[src/rtl/pipe_if_id_pkg.sv]
// rtl/pipe_if_id_pkg.sv - shared encodings for the IF/ID pipeline register
package pipe_if_id_pkg;

  localparam logic [15:0] NOP_INSTR = 16'h0800;
  localparam logic [4:0]  HALT_OP   = 5'b00000;

  typedef enum logic [2:0] {
    RST_BUB = 3'd0,
    RUN     = 3'd1,
    HOLD    = 3'd2,
    SQUASH  = 3'd3,
    HALTED  = 3'd4
  } state_t;

  function automatic logic is_halt(input logic [15:0] word);
    return word[15:11] == HALT_OP;
  endfunction

endpackage

[src/rtl/pipe_if_id_if.sv]
// rtl/pipe_if_id_if.sv - fetch/decode signal bundle for the IF/ID register
interface pipe_if_id_if;

  logic [15:0] instruction;
  logic [15:0] pc_cur;
  logic [15:0] pc_next;
  logic        fetch_valid;
  logic        stall_decode;
  logic        flush;

  logic [15:0] instruction_o;
  logic [15:0] pc_cur_o;
  logic [15:0] pc_next_o;
  logic        valid_o;
  logic        stall_fetch_o;
  logic [15:0] bubble_cnt_o;

  modport master (
    output instruction, pc_cur, pc_next, fetch_valid, stall_decode, flush,
    input  instruction_o, pc_cur_o, pc_next_o, valid_o, stall_fetch_o, bubble_cnt_o
  );

  modport slave (
    input  instruction, pc_cur, pc_next, fetch_valid, stall_decode, flush,
    output instruction_o, pc_cur_o, pc_next_o, valid_o, stall_fetch_o, bubble_cnt_o
  );

endinterface

[src/rtl/dff.sv]
// rtl/dff.sv - plain D flip-flop cell with synchronous active-high reset
module dff #(
  parameter int             W       = 1,
  parameter logic [W-1:0]   RST_VAL = '0
) (
  input  logic         clk,
  input  logic         rst,
  input  logic [W-1:0] d,
  output logic [W-1:0] q
);

  // register with reset to the cell's configured value
  always_ff @(posedge clk) begin
    if (rst) q <= RST_VAL;
    else     q <= d;
  end

endmodule

[src/rtl/pipe_if_id_dff_en.sv]
// rtl/pipe_if_id_dff_en.sv - enable-hold register built around a dff cell
module pipe_if_id_dff_en #(
  parameter int             W       = 1,
  parameter logic [W-1:0]   RST_VAL = '0
) (
  input  logic         clk,
  input  logic         rst,
  input  logic         en,
  input  logic [W-1:0] d,
  output logic [W-1:0] q
);

  logic [W-1:0] hold_d;

  // recirculate the current value when not enabled
  always_comb hold_d = en ? d : q;

  dff #(.W(W), .RST_VAL(RST_VAL)) u_dff (
    .clk (clk),
    .rst (rst),
    .d   (hold_d),
    .q   (q)
  );

endmodule

[src/rtl/pipe_if_id.sv]
// rtl/pipe_if_id.sv - IF/ID pipeline register with stall/flush/halt control; PIPE_IF_ID_BUBBLE_CNT_EN adds a bubble counter
module pipe_if_id
  import pipe_if_id_pkg::*;
(
  input  logic         clk,
  input  logic         rst,
  pipe_if_id_if.slave  bus
);

  state_t      state_q, state_d;
  logic [2:0]  state_raw_q;
  logic        load_en, pc_load;
  logic [15:0] instr_d, instr_q, pc_cur_d, pc_cur_q, pc_next_d, pc_next_q;
  logic        valid_d, valid_q;

  assign state_q = state_t'(state_raw_q);

  // next-state and register-load decode; RST_BUB already shows the NOP, so
  // its exit edge takes the word the stalled fetch has been presenting
  always_comb begin
    state_d   = state_q;
    load_en   = 1'b0;
    pc_load   = 1'b0;
    instr_d   = NOP_INSTR;
    valid_d   = 1'b0;
    pc_cur_d  = bus.pc_cur;
    pc_next_d = bus.pc_next;
    if (bus.flush) begin
      load_en   = 1'b1;
      pc_load   = 1'b1;
      pc_cur_d  = 16'h0000;
      pc_next_d = 16'h0000;
      state_d   = SQUASH;
    end else begin
      case (state_q)
        RST_BUB: begin
          load_en = 1'b1;
          state_d = RUN;
          if (bus.fetch_valid) begin
            instr_d = bus.instruction;
            valid_d = 1'b1;
            pc_load = 1'b1;
          end
        end
        SQUASH: begin
          load_en = 1'b1;
          state_d = RUN;
        end
        HALTED: begin
          load_en = 1'b1;
        end
        default: begin
          if (bus.stall_decode) begin
            state_d = HOLD;
          end else begin
            load_en = 1'b1;
            state_d = RUN;
            if (bus.fetch_valid) begin
              instr_d = bus.instruction;
              valid_d = 1'b1;
              pc_load = 1'b1;
              if (is_halt(bus.instruction)) state_d = HALTED;
            end
          end
        end
      endcase
    end
  end

  dff #(.W(3), .RST_VAL(3'(RST_BUB))) u_state (
    .clk (clk), .rst (rst), .d (3'(state_d)), .q (state_raw_q)
  );

  pipe_if_id_dff_en #(.W(16), .RST_VAL(NOP_INSTR)) u_instr (
    .clk (clk), .rst (rst), .en (load_en), .d (instr_d), .q (instr_q)
  );

  pipe_if_id_dff_en #(.W(1), .RST_VAL(1'b0)) u_valid (
    .clk (clk), .rst (rst), .en (load_en), .d (valid_d), .q (valid_q)
  );

  pipe_if_id_dff_en #(.W(16), .RST_VAL(16'h0000)) u_pc_cur (
    .clk (clk), .rst (rst), .en (pc_load), .d (pc_cur_d), .q (pc_cur_q)
  );

  pipe_if_id_dff_en #(.W(16), .RST_VAL(16'h0000)) u_pc_next (
    .clk (clk), .rst (rst), .en (pc_load), .d (pc_next_d), .q (pc_next_q)
  );

  assign bus.instruction_o = instr_q;
  assign bus.valid_o       = valid_q;
  assign bus.pc_cur_o      = pc_cur_q;
  assign bus.pc_next_o     = pc_next_q;
  assign bus.stall_fetch_o = (bus.stall_decode & ~bus.flush)
                           | ((state_q == HALTED) & ~bus.flush)
                           | (state_q == RST_BUB);

`ifdef PIPE_IF_ID_BUBBLE_CNT_EN
  logic        bubble_inc;
  logic [15:0] bubble_cnt_d, bubble_cnt_q;

  // a bubble is an edge loading valid_o=0 outside RST_BUB/HALTED; holds never count
  always_comb begin
    bubble_inc = 1'b0;
    if (bus.flush)
      bubble_inc = (state_q != RST_BUB) && (state_q != HALTED);
    else if (state_q == SQUASH)
      bubble_inc = 1'b1;
    else if ((state_q == RUN) || (state_q == HOLD))
      bubble_inc = !bus.stall_decode && !bus.fetch_valid;
  end

  // saturating increment
  always_comb begin
    bubble_cnt_d = bubble_cnt_q;
    if (bubble_inc && (bubble_cnt_q != 16'hFFFF)) bubble_cnt_d = bubble_cnt_q + 16'd1;
  end

  dff #(.W(16), .RST_VAL(16'h0000)) u_bubble_cnt (
    .clk (clk), .rst (rst), .d (bubble_cnt_d), .q (bubble_cnt_q)
  );

  assign bus.bubble_cnt_o = bubble_cnt_q;
`else
  assign bus.bubble_cnt_o = 16'h0000;
`endif

endmodule

[src/flat_wrapper.sv]
// flat-port wrapper written by rule: the top's interface ports become plain ports
module pipe_if_id_flat import pipe_if_id_pkg::*;
  (clk, rst, bus_instruction, bus_pc_cur, bus_pc_next, bus_fetch_valid, bus_stall_decode, bus_flush, bus_instruction_o, bus_pc_cur_o, bus_pc_next_o, bus_valid_o, bus_stall_fetch_o, bus_bubble_cnt_o);
  pipe_if_id_if bus_i ();
  input  logic clk;
  input  logic rst;
  input wire logic [$bits(bus_i.instruction)-1:0] bus_instruction;
  input wire logic [$bits(bus_i.pc_cur)-1:0] bus_pc_cur;
  input wire logic [$bits(bus_i.pc_next)-1:0] bus_pc_next;
  input wire logic [$bits(bus_i.fetch_valid)-1:0] bus_fetch_valid;
  input wire logic [$bits(bus_i.stall_decode)-1:0] bus_stall_decode;
  input wire logic [$bits(bus_i.flush)-1:0] bus_flush;
  output wire logic [$bits(bus_i.instruction_o)-1:0] bus_instruction_o;
  output wire logic [$bits(bus_i.pc_cur_o)-1:0] bus_pc_cur_o;
  output wire logic [$bits(bus_i.pc_next_o)-1:0] bus_pc_next_o;
  output wire logic [$bits(bus_i.valid_o)-1:0] bus_valid_o;
  output wire logic [$bits(bus_i.stall_fetch_o)-1:0] bus_stall_fetch_o;
  output wire logic [$bits(bus_i.bubble_cnt_o)-1:0] bus_bubble_cnt_o;
  assign bus_i.instruction = bus_instruction;
  assign bus_i.pc_cur = bus_pc_cur;
  assign bus_i.pc_next = bus_pc_next;
  assign bus_i.fetch_valid = bus_fetch_valid;
  assign bus_i.stall_decode = bus_stall_decode;
  assign bus_i.flush = bus_flush;
  assign bus_instruction_o = bus_i.instruction_o;
  assign bus_pc_cur_o = bus_i.pc_cur_o;
  assign bus_pc_next_o = bus_i.pc_next_o;
  assign bus_valid_o = bus_i.valid_o;
  assign bus_stall_fetch_o = bus_i.stall_fetch_o;
  assign bus_bubble_cnt_o = bus_i.bubble_cnt_o;
  pipe_if_id u_core (.clk(clk), .rst(rst), .bus(bus_i));
endmodule
[config.mk]
export PLATFORM = sky130hd
export DESIGN_NAME = pipe_if_id_flat
export DESIGN_NICKNAME = d
export VERILOG_FILES = /design/src/rtl/pipe_if_id_pkg.sv /design/src/rtl/pipe_if_id_if.sv /design/src/rtl/dff.sv /design/src/rtl/pipe_if_id_dff_en.sv /design/src/rtl/pipe_if_id.sv /design/src/flat_wrapper.sv
export SDC_FILE = /design/constraint.sdc
export NUM_CORES = 1
export LEC_CHECK = 0
export CORE_MARGIN = 2
export CORE_UTILIZATION = 27
export DETAILED_ROUTE_END_ITERATION = 8
export SLEW_MARGIN = 20
export SYNTH_ARGS = -nofsm -noshare
export SYNTH_HDL_FRONTEND = slang
export SYNTH_HIERARCHICAL = 1
export SYNTH_SLANG_ARGS = --single-unit
[constraint.sdc]
create_clock -name clk -period 2.3 [get_ports clk]
set_input_delay 0.23 -clock clk [delete_from_list [all_inputs] [get_ports clk]]
set_output_delay 0.23 -clock clk [all_outputs]
set_load 0.02 [all_outputs]
==> impl_table.tex <==
\begin{tabular}{lr}
\hline
Metric & Value \\
\hline
\multicolumn{2}{l}{\textbf{Worst setup path}} \\
\quad Worst setup SP type & flip-flop \\
\quad Endpoint required time on the critical path & 2.07 ns \\
\quad Critical path data arrival time & 1.70 ns \\
\quad Worst setup path category & reg -> out \\
\quad Setup crit end kind & output pin \\
\quad Crit path max fanout & 5 \\
\multicolumn{2}{l}{\textbf{Route}} \\
\quad Number of iterations in the first detailed-routing pass & 4 \\
\quad Count of unresolved DRC violations after routing & 0 \\
\quad Final wirelength & 6250 um \\
\quad Vias & 2029 \\
\quad Post-detailed-route via-to-cell ratio & 4.14 \\
\quad Final routed wire length divided by cell count & 12.8 um \\
\quad Antenna viol nets, final & 0 \\
\quad Starting DRT DRC Count & 43 \\
\multicolumn{2}{l}{\textbf{CTS}} \\
\quad Number of buffers on the longest clock path & 2 \\
\quad Sink count of the clock tree & 52 \\
\quad Level count of the clock H-tree & 2 \\
\quad Clock slew at the register clock pins of the worst setup and hold paths & 0.09 ns \\
\quad Number of clock buffers inserted by TritonCTS & 5 \\
\quad CTS root buf & clkbuf\_8 \\
\quad CTS tree & done \\
\quad Number of buffers inserted for hold repair after clock tree synthesis & 0 \\
\quad PostCTS Resize Cnt & 0 \\
\quad Setup Fix Bufs, Post-CTS & 0 \\
\quad Clock insertion delay at the later pin of the skew report & 0.30 ns \\
\multicolumn{2}{l}{\textbf{Synth}} \\
\quad Synth Area in Compound Gates & 1.25\% \\
\quad Primary FF master, synth & dfxtp\_1 \\
\quad Post-synthesis cell type count & 31 \\
\quad Post-synthesis share of cell area spent on and, or, nand and nor gates & 29.5\% \\
\quad Cell types occupying the most area after synthesis & dfxtp\_1, mux2\_4, nor2b\_1 \\
\quad Synth Warn \# & 6 \\
\quad Top cell type's share of synthesized area & 35.9\% \\
\quad Adder-cell share of the synthesized area & 0\% \\
\quad Proportion of synthesized area in mux cells & 23.0\% \\
\quad Area leader, netlist & dfxtp\_1 \\
\quad Largest family of logic cells by synthesized area & simple AND/OR/NAND/NOR gates \\
\quad Share of the yosys chip area belonging to registers & 35.9\% \\
\quad Syn Std Cell Area & 0.00290 mm2 \\
\quad Async SR Flop Fraction & 0\% \\
\quad Flops \& latches, synth & 52 \\
\quad EDFF count, synth & 0 \\
\quad Mean instance size in the synthesized netlist & 11.4 um2 \\
\quad Xor and xnor fraction of the mapped netlist area & 0.302\% \\
\quad Cell count after synthesis & 255 \\
\multicolumn{2}{l}{\textbf{Layout}} \\
\quad Fill count & 1056 \\
\quad Share of the core filled with cells in the final layout & 38.7\% \\
\quad Signed area change from the synthesized netlist to the final layout & 38.4\% \\
\quad Antenna cells & 0 \\
\quad Number of standard cells in the layout, taps in and fillers out & 490 \\
\quad Most common library cell in the layout ignoring fill and taps & clkdlybuf4s50\_1 \\
\quad Fraction of final layout cells with drive strength greater than 1 & 29.1\% \\
\quad Commonest cells after routing, fill and taps aside & clkdlybuf4s50\_1, nor2b\_1, dfxtp\_1 \\
\quad Count of nets after finishing & 407 \\
\quad Final non-filler cell area & 0.00401 mm2 \\
\multicolumn{2}{l}{\textbf{Timing}} \\
\quad Share of the clock period used by the worst path after layout & 83.7\% \\
\quad RSZ-0062 raised after global routing & no \\
\quad Achievable Freq & 0.519 GHz \\
\quad Number of setup violations in the final report & 0 \\
\quad Clock Skew & 0.00531 ns \\
\quad Worst-case headroom to the max-slew limit & 51.9\% \\
\quad Pins Over Slew Limit & 0 \\
\quad Final min period & 1.93 ns \\
\quad Worst-margin pin slew & 0.722 ns \\
\quad Final hold violations & 0 \\
\quad Setup TNS Final & 0 ns \\
\multicolumn{2}{l}{\textbf{Power and ir drop}} \\
\quad Worst supply voltage drop on vdd & 0.000192 V \\
\quad Portion of total power attributed to sequential cells & 48.9\% \\
\quad Internal power & 1.44 mW \\
\quad Share of power burned in the clock network & 25.0\% \\
\quad Total power draw & 1.97 mW \\
\quad Reported leakage power & 1.63 nW \\
\quad Comb power frac & 26.0\% \\
\quad Total power divided by cell area & 491 mW/mm2 \\
\quad Switching share of total power & 26.7\% \\
\quad P\_sw & 525 uW \\
\multicolumn{2}{l}{\textbf{Floorplan}} \\
\quad Number of rows in the core area & 37 \\
\quad Boundary Pins & 119 \\
\quad Die area & 0.0116 mm2 \\
\quad Core area & 0.0104 mm2 \\
\quad Die Ht & 108 um \\
\quad Starting Density & 28.0\% \\
\quad Chip Width & 108 um \\
\multicolumn{2}{l}{\textbf{Place}} \\
\quad Placed instance count & 483 \\
\quad Detailed placer's ending HPWL & 4360 um \\
\quad Placed standard-cell area & 0.00394 mm2 \\
\quad Routability congestion estimate & 0.701 \\
\quad Number of port buffers & 102 \\
\multicolumn{2}{l}{\textbf{Global route}} \\
\quad Grt total ovfl & 0 \\
\quad Largest net degree at the start of global routing & 42 \\
\quad Wire length of the first global-routing pass & 9990 um \\
\quad Initial antenna violation count & 0 \\
\quad Number of global-route vias before repair & 2085 \\
\quad All-layer global routing usage & 10.9\% \\
\multicolumn{2}{l}{\textbf{Job}} \\
\quad Count of maximum capacitance violations & 0 \\
\multicolumn{2}{l}{\textbf{Min path}} \\
\quad Kind of path behind the tightest hold check & in -> reg \\
\multicolumn{2}{l}{\textbf{Outcome}} \\
\quad Result of the run & finished clean \\
\hline
\end{tabular}
metal layers:
layer	vias up	part of all wire [%]	GRT usage, %
met3	7	6.0	2.78
met5	-	0	0
li1	1006	-	-
met4	0	1.4	3.57
met1	948	45	13.4
met2	68	48	18.5
per-stage QoR:
stage	worst slack, ns	hold WS (ns)
3_3_place_gp	0.269	0.566
5_1_grt	0.261	0.450
6_report	0.374	0.436
2_1_floorplan	0.349	0.294
3_5_place_dp	0.246	0.579
4_1_cts	0.353	0.422
Yosys cell counts (all sizes together), types with 2 or more instances:
cell,n
nor2b,67
buf,27
and2b,16
nor3,2
dfxtp,52
a21oi,3
nor2,4
mux2,49
nor3b,15
clkbuf,5
o21ai,2
or3,3
sequential cells by signal (all words and copies together), names as in the netlist:
signal                    flops
u_core/u_pc_next/u_dff/q     16
u_core/u_valid/u_dff/q        1
u_core/u_pc_cur/u_dff/q      16
u_core/u_state/q              3
u_core/u_instr/u_dff/q       16
layout make-up:
cell class / instances / area [um2] / share of cell area (%)
timing repair buffer: 109 / 1090 / 27.1
clock inverter: 1 / 5.00 / 0.125
sequential: 52 / 1040 / 25.9
multi-input combinational: 185 / 1630 / 40.7
clock buffer: 6 / 72.6 / 1.81
inverter: 1 / 3.75 / 0.0935
tap: 136 / 170 / 4.24
worst paths after layout:
| check | startpoint | end | slack [ns] | cells past startpoint |
|---|---|---|---|---|
| worst max-delay path | u_core/u_state/q[1] | bus_stall_fetch_o | 0.37 | 4 |
| worst min register to register | u_core/u_instr/u_dff/q[2] | u_core/u_instr/u_dff/q[2] | 0.60 | 2 |
| worst min-delay path | bus_flush | u_core/u_state/q[2] | 0.44 | 3 |
| worst max register to register | u_core/u_state/q[2] | u_core/u_instr/u_dff/q[11] | 0.52 | 5 |
critical path, stage by stage, from the launching register on:
cell and delay [ns]:
dfxtp_1 0.37, nor2_1 0.21, a21oi_1 0.07, a21oi_1 0.13, clkdlybuf4s50_1 0.62
logic make-up (layout without fill, tap and decap cells):
logic type	after synthesis	after routing
compound gates	6	6
xor+xnor	1	1
buf+inv	33	117
flops	52	52
mux	49	49
other cells	1	16
simple gates	113	113
power by group through the flow:
stage	Clock, mW	Sequential (mW)	Combinational (mW)
detailed placement	0	0.984	0.517
floorplan	0	1.03	0.308
global route	0.568	0.970	0.551
global placement	0	0.984	0.512
finish	0.493	0.963	0.513
CTS	0.533	0.965	0.519
Power figures use the tool's default switching activity.
